`src/rtl/shift_mix_stage.sv`:
```
// AES ShiftRows + MixColumns round stage with a 2-entry output buffer.
// The final round bypasses MixColumns; the round tag rides alongside the state.
module shift_mix_stage #(
    parameter int DATA_WIDTH = 128,
    parameter int TAG_WIDTH  = 4
) (
    input  logic                  clk,
    input  logic                  rst,
    input  logic                  smix_valid_in,
    output logic                  smix_ready_out,
    input  logic [DATA_WIDTH-1:0] smix_data_in,
    input  logic                  smix_last_in,
    input  logic [TAG_WIDTH-1:0]  smix_tag_in,
    output logic                  smix_valid_out,
    input  logic                  smix_ready_in,
    output logic [DATA_WIDTH-1:0] smix_data_out,
    output logic [TAG_WIDTH-1:0]  smix_tag_out,
    output logic [1:0]            smix_level
);

    function automatic logic [7:0] xtime(input logic [7:0] x);
        return {x[6:0], 1'b0} ^ (x[7] ? 8'h1b : 8'h00);
    endfunction

    function automatic logic [31:0] mix_col(input logic [31:0] col);
        logic [7:0] a0, a1, a2, a3;
        logic [7:0] b0, b1, b2, b3;
        a0 = col[31:24];
        a1 = col[23:16];
        a2 = col[15:8];
        a3 = col[7:0];
        b0 = xtime(a0) ^ xtime(a1) ^ a1 ^ a2 ^ a3;
        b1 = a0 ^ xtime(a1) ^ xtime(a2) ^ a2 ^ a3;
        b2 = a0 ^ a1 ^ xtime(a2) ^ xtime(a3) ^ a3;
        b3 = xtime(a0) ^ a0 ^ a1 ^ a2 ^ xtime(a3);
        return {b0, b1, b2, b3};
    endfunction

    // Byte k lives at [127-8k -: 8]; s[r][c] is byte 4c+r.
    function automatic logic [127:0] shift_rows(input logic [127:0] s);
        logic [127:0] o;
        o = '0;
        for (int c = 0; c < 4; c++) begin
            for (int r = 0; r < 4; r++) begin
                o[127-8*(4*c+r) -: 8] = s[127-8*(4*((c+r)%4)+r) -: 8];
            end
        end
        return o;
    endfunction

    function automatic logic [127:0] mix_columns(input logic [127:0] s);
        logic [127:0] o;
        o = '0;
        for (int c = 0; c < 4; c++) begin
            o[127-32*c -: 32] = mix_col(s[127-32*c -: 32]);
        end
        return o;
    endfunction

    logic [DATA_WIDTH-1:0] data0_q, data0_d;
    logic [DATA_WIDTH-1:0] data1_q, data1_d;
    logic [TAG_WIDTH-1:0]  tag0_q, tag0_d;
    logic [TAG_WIDTH-1:0]  tag1_q, tag1_d;
    logic [1:0]            occ_q, occ_d;

    logic [127:0] sr;
    logic [127:0] xform;
    logic         push;
    logic         pop;

    assign smix_ready_out = rst & (occ_q != 2'd2);
    assign smix_valid_out = (occ_q != 2'd0);
    assign smix_data_out  = data0_q;
    assign smix_tag_out   = tag0_q;
    assign smix_level     = occ_q;

    always_comb begin
        sr      = shift_rows(smix_data_in);
        xform   = smix_last_in ? sr : mix_columns(sr);
        push    = smix_valid_in & smix_ready_out;
        pop     = smix_valid_out & smix_ready_in;
        data0_d = data0_q;
        data1_d = data1_q;
        tag0_d  = tag0_q;
        tag1_d  = tag1_q;
        occ_d   = occ_q;
        case (occ_q)
            2'd0: begin
                if (push) begin
                    data0_d = xform;
                    tag0_d  = smix_tag_in;
                    occ_d   = 2'd1;
                end
            end
            2'd1: begin
                if (push && pop) begin
                    data0_d = xform;
                    tag0_d  = smix_tag_in;
                end else if (push) begin
                    data1_d = xform;
                    tag1_d  = smix_tag_in;
                    occ_d   = 2'd2;
                end else if (pop) begin
                    data0_d = '0;
                    tag0_d  = '0;
                    occ_d   = 2'd0;
                end
            end
            2'd2: begin
                // Full: ready_out is low, so only a pop can happen.
                if (pop) begin
                    data0_d = data1_q;
                    tag0_d  = tag1_q;
                    data1_d = '0;
                    tag1_d  = '0;
                    occ_d   = 2'd1;
                end
            end
            default: begin
                occ_d = 2'd0;
            end
        endcase
    end

    always_ff @(posedge clk) begin
        if (!rst) begin
            data0_q <= '0;
            data1_q <= '0;
            tag0_q  <= '0;
            tag1_q  <= '0;
            occ_q   <= 2'd0;
        end else begin
            data0_q <= data0_d;
            data1_q <= data1_d;
            tag0_q  <= tag0_d;
            tag1_q  <= tag1_d;
            occ_q   <= occ_d;
        end
    end

endmodule

```
`config.mk`:
```
export PLATFORM = sky130hd
export DESIGN_NAME = shift_mix_stage
export DESIGN_NICKNAME = d
export VERILOG_FILES = /design/src/rtl/shift_mix_stage.sv
export SDC_FILE = /design/constraint.sdc
export NUM_CORES = 1
export LEC_CHECK = 0
export ABC_AREA = 1
export ABC_CLOCK_PERIOD_IN_PS = 1800
export BUFFER_PORTS_ARGS = -buffer_cell sky130_fd_sc_hd__buf_2
export CAP_MARGIN = 20
export CORE_UTILIZATION = 48
export CTS_CLUSTER_SIZE = 28
export DETAILED_ROUTE_END_ITERATION = 10
export PLACE_DENSITY_LB_ADDON = 0.05
export SYNTH_ARGS = -nofsm -noshare
export SYNTH_HDL_FRONTEND = slang
export SYNTH_SLANG_ARGS = --single-unit
```
`constraint.sdc`:
```
create_clock -name clk -period 1.8 [get_ports clk]
set_clock_uncertainty 0.05 [all_clocks]
set_input_delay 0.36 -clock clk [delete_from_list [all_inputs] [get_ports clk]]
set_output_delay 0.36 -clock clk [all_outputs]
set_load 0.01 [all_outputs]
```
# Word-level counts from Yosys, hierarchy flattened
# Cells that the tools add are included.
# Widths: inputs -> output; s select.
dict set report totals {
  ram_bits 0
  n_memories 0
  rom_bits 0
  latchBits 0
  reg_bits 266
}
dict set report op_classes {
  n_reduce_logical 8
  add_sub_neg 0
  muxes 39
  shift 0
  n_bitwise 83
  eq_ne 10
  n_div 0
  multipliers 0
  n_lt_le_gt_ge 0
}
# op n
set ops {}
lappend ops {{$mux 128} 7}
lappend ops {{$xor 8x8->8} 64}
lappend ops {{$pmux 128 s3} 1}
lappend ops {{$pmux 128 s2} 1}
lappend ops {{$xor 8x5->8} 16}
lappend ops {{$mux 5} 16}
lappend ops {{$mux 4} 6}
lappend ops {{$pmux 4 s3} 1}
lappend ops {{$mux 2} 5}
lappend ops {{$ne 2x2->1 const B} 5}
lappend ops {{$ne 3x3->1 const B} 3}
lappend ops {{$pmux 4 s2} 1}
lappend ops {{$reduce_and 4->1} 2}
lappend ops {{$pmux 2 s3} 1}
lappend ops {{$reduce_and 5->1} 1}
lappend ops {{$reduce_bool 2->1} 2}
lappend ops {{$and 1x1->1} 3}
lappend ops {{$reduce_bool 3->1} 1}
lappend ops {{$eq 2x1->1 const B} 1}
lappend ops {{$eq 2x2->1 const B} 1}
lappend ops {{$logic_not 2->1} 1}
lappend ops {{$logic_and 1x1->1} 1}

# Longest topological paths before layout
# Gate-level depths: netlist of the first run.
dict set report logic_depth {
  depth_word 10
  mapped_depth 13
}

# Least setup slack after synthesis of the first run
# OpenSTA, ideal clock, no wires.
dict set report synth_timing {
  path_type {reg2reg}
  from {reg occ_q[0], in the netlist smix_level[0]}
  to {reg data1_q[10]}
  required_ps 1618
  setup_ps 132
  synth_period_minus_slack_ps 2029
  arrival_time_ps 1847
  stages_incl_launch_ff 13
  setup_slack_ps -229
  n_path_buf 3
  cell_sequence {dfxtp_1 inv_1 ha_1 nor2_4 nand2_2 nand2_1 o21ai_0 or2_1 buf_2 buf_6 buf_4 nand2_1 a21oi_1}
}
dict set report synth_via {
  elab_chain_len 6
  elab_cells_between_ends 14
  classes_between {eq/ne (6); mux (1); bitwise (3); reduce/logical (4)}
}
# element line
set synth_lines {}
lappend synth_lines {{start: declaration} 64} ;# logic [1:0] occ_q, occ_d;
lappend synth_lines {{start signal: assignment} 131} ;# occ_q <= 2'd0;
lappend synth_lines {{start signal: assignment} 137} ;# occ_q <= occ_d;
lappend synth_lines {{$ne 2x2->1 (*)} 71} ;# assign smix_ready_out = rst & (occ_q != 2'd2);
lappend synth_lines {{$and 1x1->1 (*)} 71}
lappend synth_lines {{named net smix_ready_out} 10} ;# output logic smix_ready_out,
lappend synth_lines {{$and 1x1->1 (*)} 80} ;# push = smix_valid_in & smix_ready_out;
lappend synth_lines {{$logic_and 1x1->1} 96} ;# if (push && pop) begin
lappend synth_lines {{$ne 2x2->1 (no line)} -}
lappend synth_lines {{$reduce_and 4->1 (no line) (*)} -}
lappend synth_lines {{end signal: assignment} 134} ;# data1_q <= data1_d;
lappend synth_lines {{end: declaration} 61} ;# logic [DATA_WIDTH-1:0] data1_q, data1_d;
# Mark *: on every way through the listed nets, which the timed path passes. The rest lies on a longest branch.
# A chain may end at the register's enable or synchronous reset.

# Worst setup path after layout of the first run
dict set report layout_timing {
  from {reg occ_q[0], in the netlist smix_level[0]}
  to {reg data1_q[111]}
}
dict set report layout_via {
  elab_chain_len 6
  elab_cells_between_ends 14
  classes_between {eq/ne (6); mux (1); bitwise (3); reduce/logical (4)}
}
# element line
set layout_lines {}
lappend layout_lines {{$ne 2x2->1} 71}
lappend layout_lines {{$and 1x1->1} 71}
lappend layout_lines {{$and 1x1->1} 80}
lappend layout_lines {{$logic_and 1x1->1} 96}
lappend layout_lines {{$ne 2x2->1 (no line)} -}
lappend layout_lines {{$reduce_and 4->1 (no line)} -}
# Parallel ways exist; a longest one is shown, timed or not.

==> flow_metrics.tcl, run 1 <==
set metrics [dict create \
    mostFrequentLayoutCell "nand2_1" \
    p_sw_mw 10.5 \
    synth_nets 3274 \
    timing.hold.worst.class "input pin to register" \
    grt_antenna_before_repair 2 \
    cp.buffers_inverters 4 \
    port-buffer-count 272 \
    detail_route.wl_per_cell_um 18.2 \
    floorplan.rows 71 \
    timing_worst_slew_pin_value_ns 0.726 \
    vias 21900 \
    yosys_warning_count 0 \
    ff2ff_setup_slack_ns -0.21 \
    synth.avg_cell_area_um2 5.88 \
    cp_cell_sequence "inv_4 -> ha_4 -> nor2_4 -> nand2_2 -> inv_2 -> nand3_4 -> o21ai_4 -> or2_4 -> buf_12 -> clkbuf_16 -> nand2_1 -> a21oi_2" \
    cts_max_level 1 \
    grt_setup_unrepaired "true" \
    peakVddDrop_mv 0.924 \
    failed_checks "negative setup slack" \
    clk_pwr_share_pct 22.5 \
    drt_pass1_iterations 5 \
    post_synthesis_cell_count 3133 \
    post_dp_cell_area_um2 20600 \
    cpMaxStageDelayCell "dfxtp_4" \
    total_power_per_unit_cell_area_nw_per_um2 1120 \
    combPwrFrac_pct 48.6 \
    max_slew_margin_pct 51.6 \
    layout_common_cells "nand2_1 (1234), nand3_1 (404), a21oi_1 (321), buf_2 (268), dfxtp_1 (264)" \
    number_of_global_route_vias_before_repair 19400 \
    timing.setup.critical_path_class "register to register" \
    yosysUniqueCellTypes 28 \
    cp.arrival_ns 2.48 \
    setup-violations-final 267 \
    die-width_um 198 \
    post-route-min-period_ns 2.01 \
    final_nets 3538 \
    synth.yosys.seq_area_share_pct 28.9 \
    timing_max_transition_violations_final 0 \
    routed_via_density 5.57 \
    max_freq_mhz 497 \
    synth_top_family_by_area "simple AND/OR/NAND/NOR gates" \
    ys_ff_latch 266 \
    n_diodes 0 \
    status "finished with violations" \
    required_ns 2.27 \
    grt.total_usage_pct 33.5 \
    worstSetupEndpointType "register" \
    synth_simple_gate_area_share_pct 38.8 \
    syn-cell-area_um2 18400 \
    initial_utilization_pct 48.8 \
    route.detailed.drc 0 \
    grt_pass1_wl_mm 105 \
    cap_viol_max_count 0 \
    clk_transition_reported_paths_ns 0.06 \
    flip_flop_cell_with_the_highest_count_after_synthesis "dfxtp_1" \
    switching_share_pct 39.5 \
    post_synth_mux_area_share_pct 0 \
    finish.utilization_pct 63.2 \
    power_leakage_nw 11.9 \
    number_of_buffers_inserted_during_clock_tree_synthesis 29 \
    synth_xor_xnor_area_share_pct 8.46 \
    tritoncts "built" \
    startpoint_type "register" \
    gpl_wtd_cong 0.944 \
    globalRouteOverflowTotal 0 \
    internal-power_mw 16.2 \
    synth_enable_flop_cells 0 \
    synth_compound_gate_area_share_pct 15.0 \
    finalCritPeriodShare_pct 112 \
    fill_cells 3576 \
    yosys.area_share.adder_pct 0.272 \
    floorplan.core_area_um2 37800 \
    area_growth_syn_to_layout_pct 29.5 \
    clk_latency_ns 0.57 \
    dp_hpwl_mm 45.0 \
    crit_path_max_fanout 8 \
    cp_top_family "simple AND/OR/NAND/NOR gates" \
    report.power.total_mw 26.7 \
    grt_start_max_net_pins 111 \
    detailedPlace.worstSlack_ns -0.138 \
    cts_root_buf "clkbuf_16" \
    routed_wl_mm 71.3 \
    timing.critical_path.slowest_cell_delay_ns 0.36 \
    die_y_um 198 \
    drt-initial-drc-count 1849 \
    finish.instance_area_um2 23800 \
    drive_above_1_share_pct 18.9 \
    finalHoldViolations 0 \
    ant_nets 0 \
    synth-async-reset-ratio_pct 0 \
    share_seq_of_total_power_pct 28.9 \
    cts_max_path_buffers 3 \
    boundaryPins 273 \
    cts.sinks 266 \
    dieArea_um2 39200 \
    fin_ws_ns -0.212 \
]
## through the flow
stage | TNS [ns] | std cells | hold slack [ns]
2_1_floorplan | -0.670 | 3133 | 0.390
3_3_place_gp | -15.85 | 3796 | 0.398
3_5_place_dp | -25.02 | 3796 | 0.404
4_1_cts | -21.55 | 3890 | 0.170
5_1_grt | -55.62 | 3927 | 0.222
6_report | -36.76 | 3927 | 0.191
## final cells by class
type / count / area (µm²) / area share (%)
clock buffer: 41 / 821 / 3.44
clock inverter: 9 / 109 / 0.456
inverter: 189 / 739 / 3.10
multi-input combinational: 2476 / 12200 / 51.0
sequential: 266 / 5330 / 22.4
tap: 511 / 639 / 2.68
timing repair buffer: 435 / 4040 / 16.9
## power groups by stage
stage	registers, mW	clock network, mW	logic, mW
finish	7.71	5.99	13.0
global route	7.79	6.27	13.9
CTS	7.64	6.04	10.9
floorplan	7.94	0	5.18
detailed placement	7.74	0	8.83
global placement	7.75	0	8.69
## timing repair
| action | 4_1_cts | 5_1_grt |
|---|---|---|
| resized for setup | 98 | 186 |
| setup endpoints to repair | 267 | 268 |
| hold buffers | 4 | 0 |
| setup buffers | 19 | 12 |
| pin swaps | 19 | 65 |
| cloned | 21 | 26 |
| endpoints found under the hold margin | 8 | 0 |
## worst register-to-register path, delay by kind of cell (launching register included)
kind / cells / cell delay [ns]
flops: 1 / 0.36
fa+ha+maj: 1 / 0.17
simple gates: 5 / 0.63
compound gates: 2 / 0.21
buf+inv: 4 / 0.55
## metal layers
layer / global-route usage [%] / vias to the layer above / wire length [µm]
met1: 45.9 / 10200 / 30900
li1: - / 10600 / -
met4: 10.6 / 4 / 2400
met5: 0 / - / 31
met3: 4.04 / 145 / 5570
met2: 54.5 / 911 / 32400
## cell families (layout without fill, tap and decap cells)
logic type / count (synthesis) / in the layout
compound gates: 550 / 550
xor+xnor: 178 / 178
fa+ha+maj: 4 / 4
buf+inv: 393 / 674
flops: 266 / 266
simple gates: 1742 / 1744
## cells in the mapped netlist, types with 6 or more instances
cell type | number | share of area [%]
buf_4 | 10 | 0.41
inv_1 | 183 | 3.7
o21ai_0 | 143 | 3.9
xnor2_1 | 75 | 3.6
nand3_1 | 409 | 11
buf_2 | 36 | 0.98
nand2_1 | 1270 | 26
clkbuf_1 | 151 | 3.1
dfxtp_1 | 266 | 29
buf_1 | 6 | 0.12
a21oi_1 | 402 | 11
or2_2 | 13 | 0.44
xor2_1 | 103 | 4.9
nor2_1 | 32 | 0.65
nand3b_1 | 13 | 0.53
## worst paths after layout
| check | start | depth (start not counted) | end |
|---|---|---|---|
| max | smix_level[0] | 12 | data1_q[111] |
| min | smix_data_in[123] | 5 | smix_data_out[123] |
| max reg2reg | smix_level[0] | 12 | data1_q[111] |
| min reg2reg | data1_q[100] | 2 | data1_q[100] |
## flip-flops by register name (all words and copies together), names as in the netlist
signal and cells:
data1_q 128, smix_data_out 128, smix_level 2, smix_tag_out 4
tag1_q 4
Power figures use the tool's default switching activity.
==> run 2, diff against run 1 <==
==> constraint.sdc (replaced) <==
create_clock -name clk -period 1.8 [get_ports clk]
set_clock_uncertainty 0.05 [all_clocks]
set_input_delay 0.27 -clock clk [delete_from_list [all_inputs] [get_ports clk]]
set_output_delay 0.27 -clock clk [all_outputs]
set_load 0.01 [all_outputs]
==> flow_metrics.tcl, run 2 (synthesis gave the netlist of run 1 again) <==
set metrics [dict create \
    drive_above_1_share_pct 16.1 \
    cts_max_path_buffers 3 \
    port-buffer-count 272 \
    grt_antenna_before_repair 2 \
    cap_viol_max_count 0 \
    fill_cells 3703 \
    grt_start_max_net_pins 135 \
    clk_latency_ns 0.56 \
    setup-violations-final 263 \
    grt_pass1_wl_mm 102 \
    cp_cell_sequence "inv_4 -> ha_4 -> nor2_4 -> nand2_2 -> inv_2 -> buf_4 -> nand2_1 -> nor2_4 -> buf_12 -> buf_16 -> nand3_1 -> a21oi_2" \
    initial_utilization_pct 48.8 \
    cts.sinks 266 \
    floorplan.rows 71 \
    grt_setup_unrepaired "true" \
    finalCritPeriodShare_pct 108 \
    number_of_global_route_vias_before_repair 19300 \
    mostFrequentLayoutCell "nand2_1" \
    routed_wl_mm 67.7 \
    die-width_um 198 \
    power_leakage_nw 11.5 \
    gpl_wtd_cong 0.952 \
    cpMaxStageDelayCell "dfxtp_4" \
    total_power_per_unit_cell_area_nw_per_um2 1090 \
    cp_top_family "buffers and inverters" \
    cp.arrival_ns 2.38 \
    final_nets 3496 \
    detail_route.wl_per_cell_um 17.4 \
    report.power.total_mw 25.0 \
    timing_worst_slew_pin_value_ns 0.726 \
    dieArea_um2 39200 \
    timing_max_transition_violations_final 0 \
    timing.critical_path.slowest_cell_delay_ns 0.36 \
    number_of_buffers_inserted_during_clock_tree_synthesis 29 \
    area_growth_syn_to_layout_pct 24.5 \
    timing.hold.worst.class "input pin to register" \
    max_freq_mhz 515 \
    vias 21400 \
    cts_root_buf "clkbuf_16" \
    cp.buffers_inverters 5 \
    floorplan.core_area_um2 37800 \
    fin_hold_ws_ns 0.109 \
    layout_common_cells "nand2_1 (1267), nand3_1 (400), a21oi_1 (344), buf_2 (269), dfxtp_1 (264)" \
    die_y_um 198 \
    path_common_cell "nor2_4" \
    globalRouteOverflowTotal 0 \
    cts_max_level 1 \
    clk_transition_reported_paths_ns 0.07 \
    fin_ws_ns -0.143 \
    drt-initial-drc-count 1586 \
    boundaryPins 273 \
    status "finished with violations" \
    peakVddDrop_mv 0.999 \
    drt_pass1_iterations 6 \
    dp_hpwl_mm 44.9 \
    finalHoldViolations 0 \
    n_diodes 0 \
    crit_path_max_fanout 17 \
    route.detailed.drc 0 \
    tritoncts "built" \
    routed_via_density 5.50 \
    worstSetupEndpointType "register" \
    required_ns 2.24 \
    post-route-min-period_ns 1.94 \
    max_slew_margin_pct 51.6 \
    ant_nets 0 \
    failed_checks "negative setup slack" \
    startpoint_type "register" \
    grt.total_usage_pct 32.3 \
    timing.setup.critical_path_class "register to register" \
]
-- run 2: changes by cell type in the layout (fill, tap and decap cells not counted), sizes merged --
| cell | change |
|---|---|
| clkbuf | -5 |
| clkinv | +3 |
| nand2 | -1 |
| buf | -38 |
| bufinv | +3 |
| bufbuf | -3 |
| clkinvlp | -1 |
-- run 2: area by class of cell --
type	instances	area, µm²	share of cell area (%)
multi-input cells	2475	11900	52.0
flip-flops and latches	266	5330	23.3
repair buffers	393	3310	14.4
clock buffers	37	786	3.43
inverters	189	734	3.20
well taps	511	639	2.79
clock inverters	13	194	0.846
repair inverters	1	11.3	0.0491
-- run 2: stage by stage --
step	cells	cell area, µm²	setup TNS [ns]	worst slack (ns)	utilization [%]
2_1_floorplan	3133	18400	-0.670	-0.00878	-
3_3_place_gp	3792	20600	-0.766	-0.0317	54.7
3_5_place_dp	3792	20600	-8.30	-0.0885	54.7
4_1_cts	3864	22200	-5.39	-0.0785	58.7
5_1_grt	3885	22900	-40.11	-0.239	60.7
6_report	3885	22900	-18.65	-0.143	60.7
-- run 2: tightest hold or removal path, stage by stage --
cell     delay, ns
buf_2         0.15
nand2_1       0.08
nand2_1       0.07
nand2_1       0.06
a21oi_1       0.05
-- run 2: final timing paths --
check / start / end / slack [ns] / cells past startpoint
hold reg to reg: tag1_q[0] / tag1_q[0] / 0.41 / 2
setup reg to reg: smix_level[0] / data1_q[15] / -0.14 / 12
setup / recovery: smix_level[0] / data1_q[15] / -0.14 / 12
hold / removal: smix_data_in[123] / smix_data_out[123] / 0.11 / 5
-- run 2: report_power, final --
group,switching [mW],internal [mW]
logic,6.50,4.59
clock network,2.48,3.77
registers,0.733,6.95
-- run 2: timing repair --
action,CTS,global route
setup buffers,11,1
pin swaps,5,6
cloned,7,20
hold buffers,4,0
endpoints found under the setup margin,248,267
endpoints found under the hold margin,8,0
resized for setup,48,98
-- run 2: per-layer routing --
metal / global-route usage, % / share of wire (%) / wire length [µm]
met3: 3.44 / 7.3 / 4920
met2: 52.7 / 46 / 31000
met5: 0 / 0.041 / 28
met4: 10.2 / 3.3 / 2240
met1: 44.3 / 44 / 29500
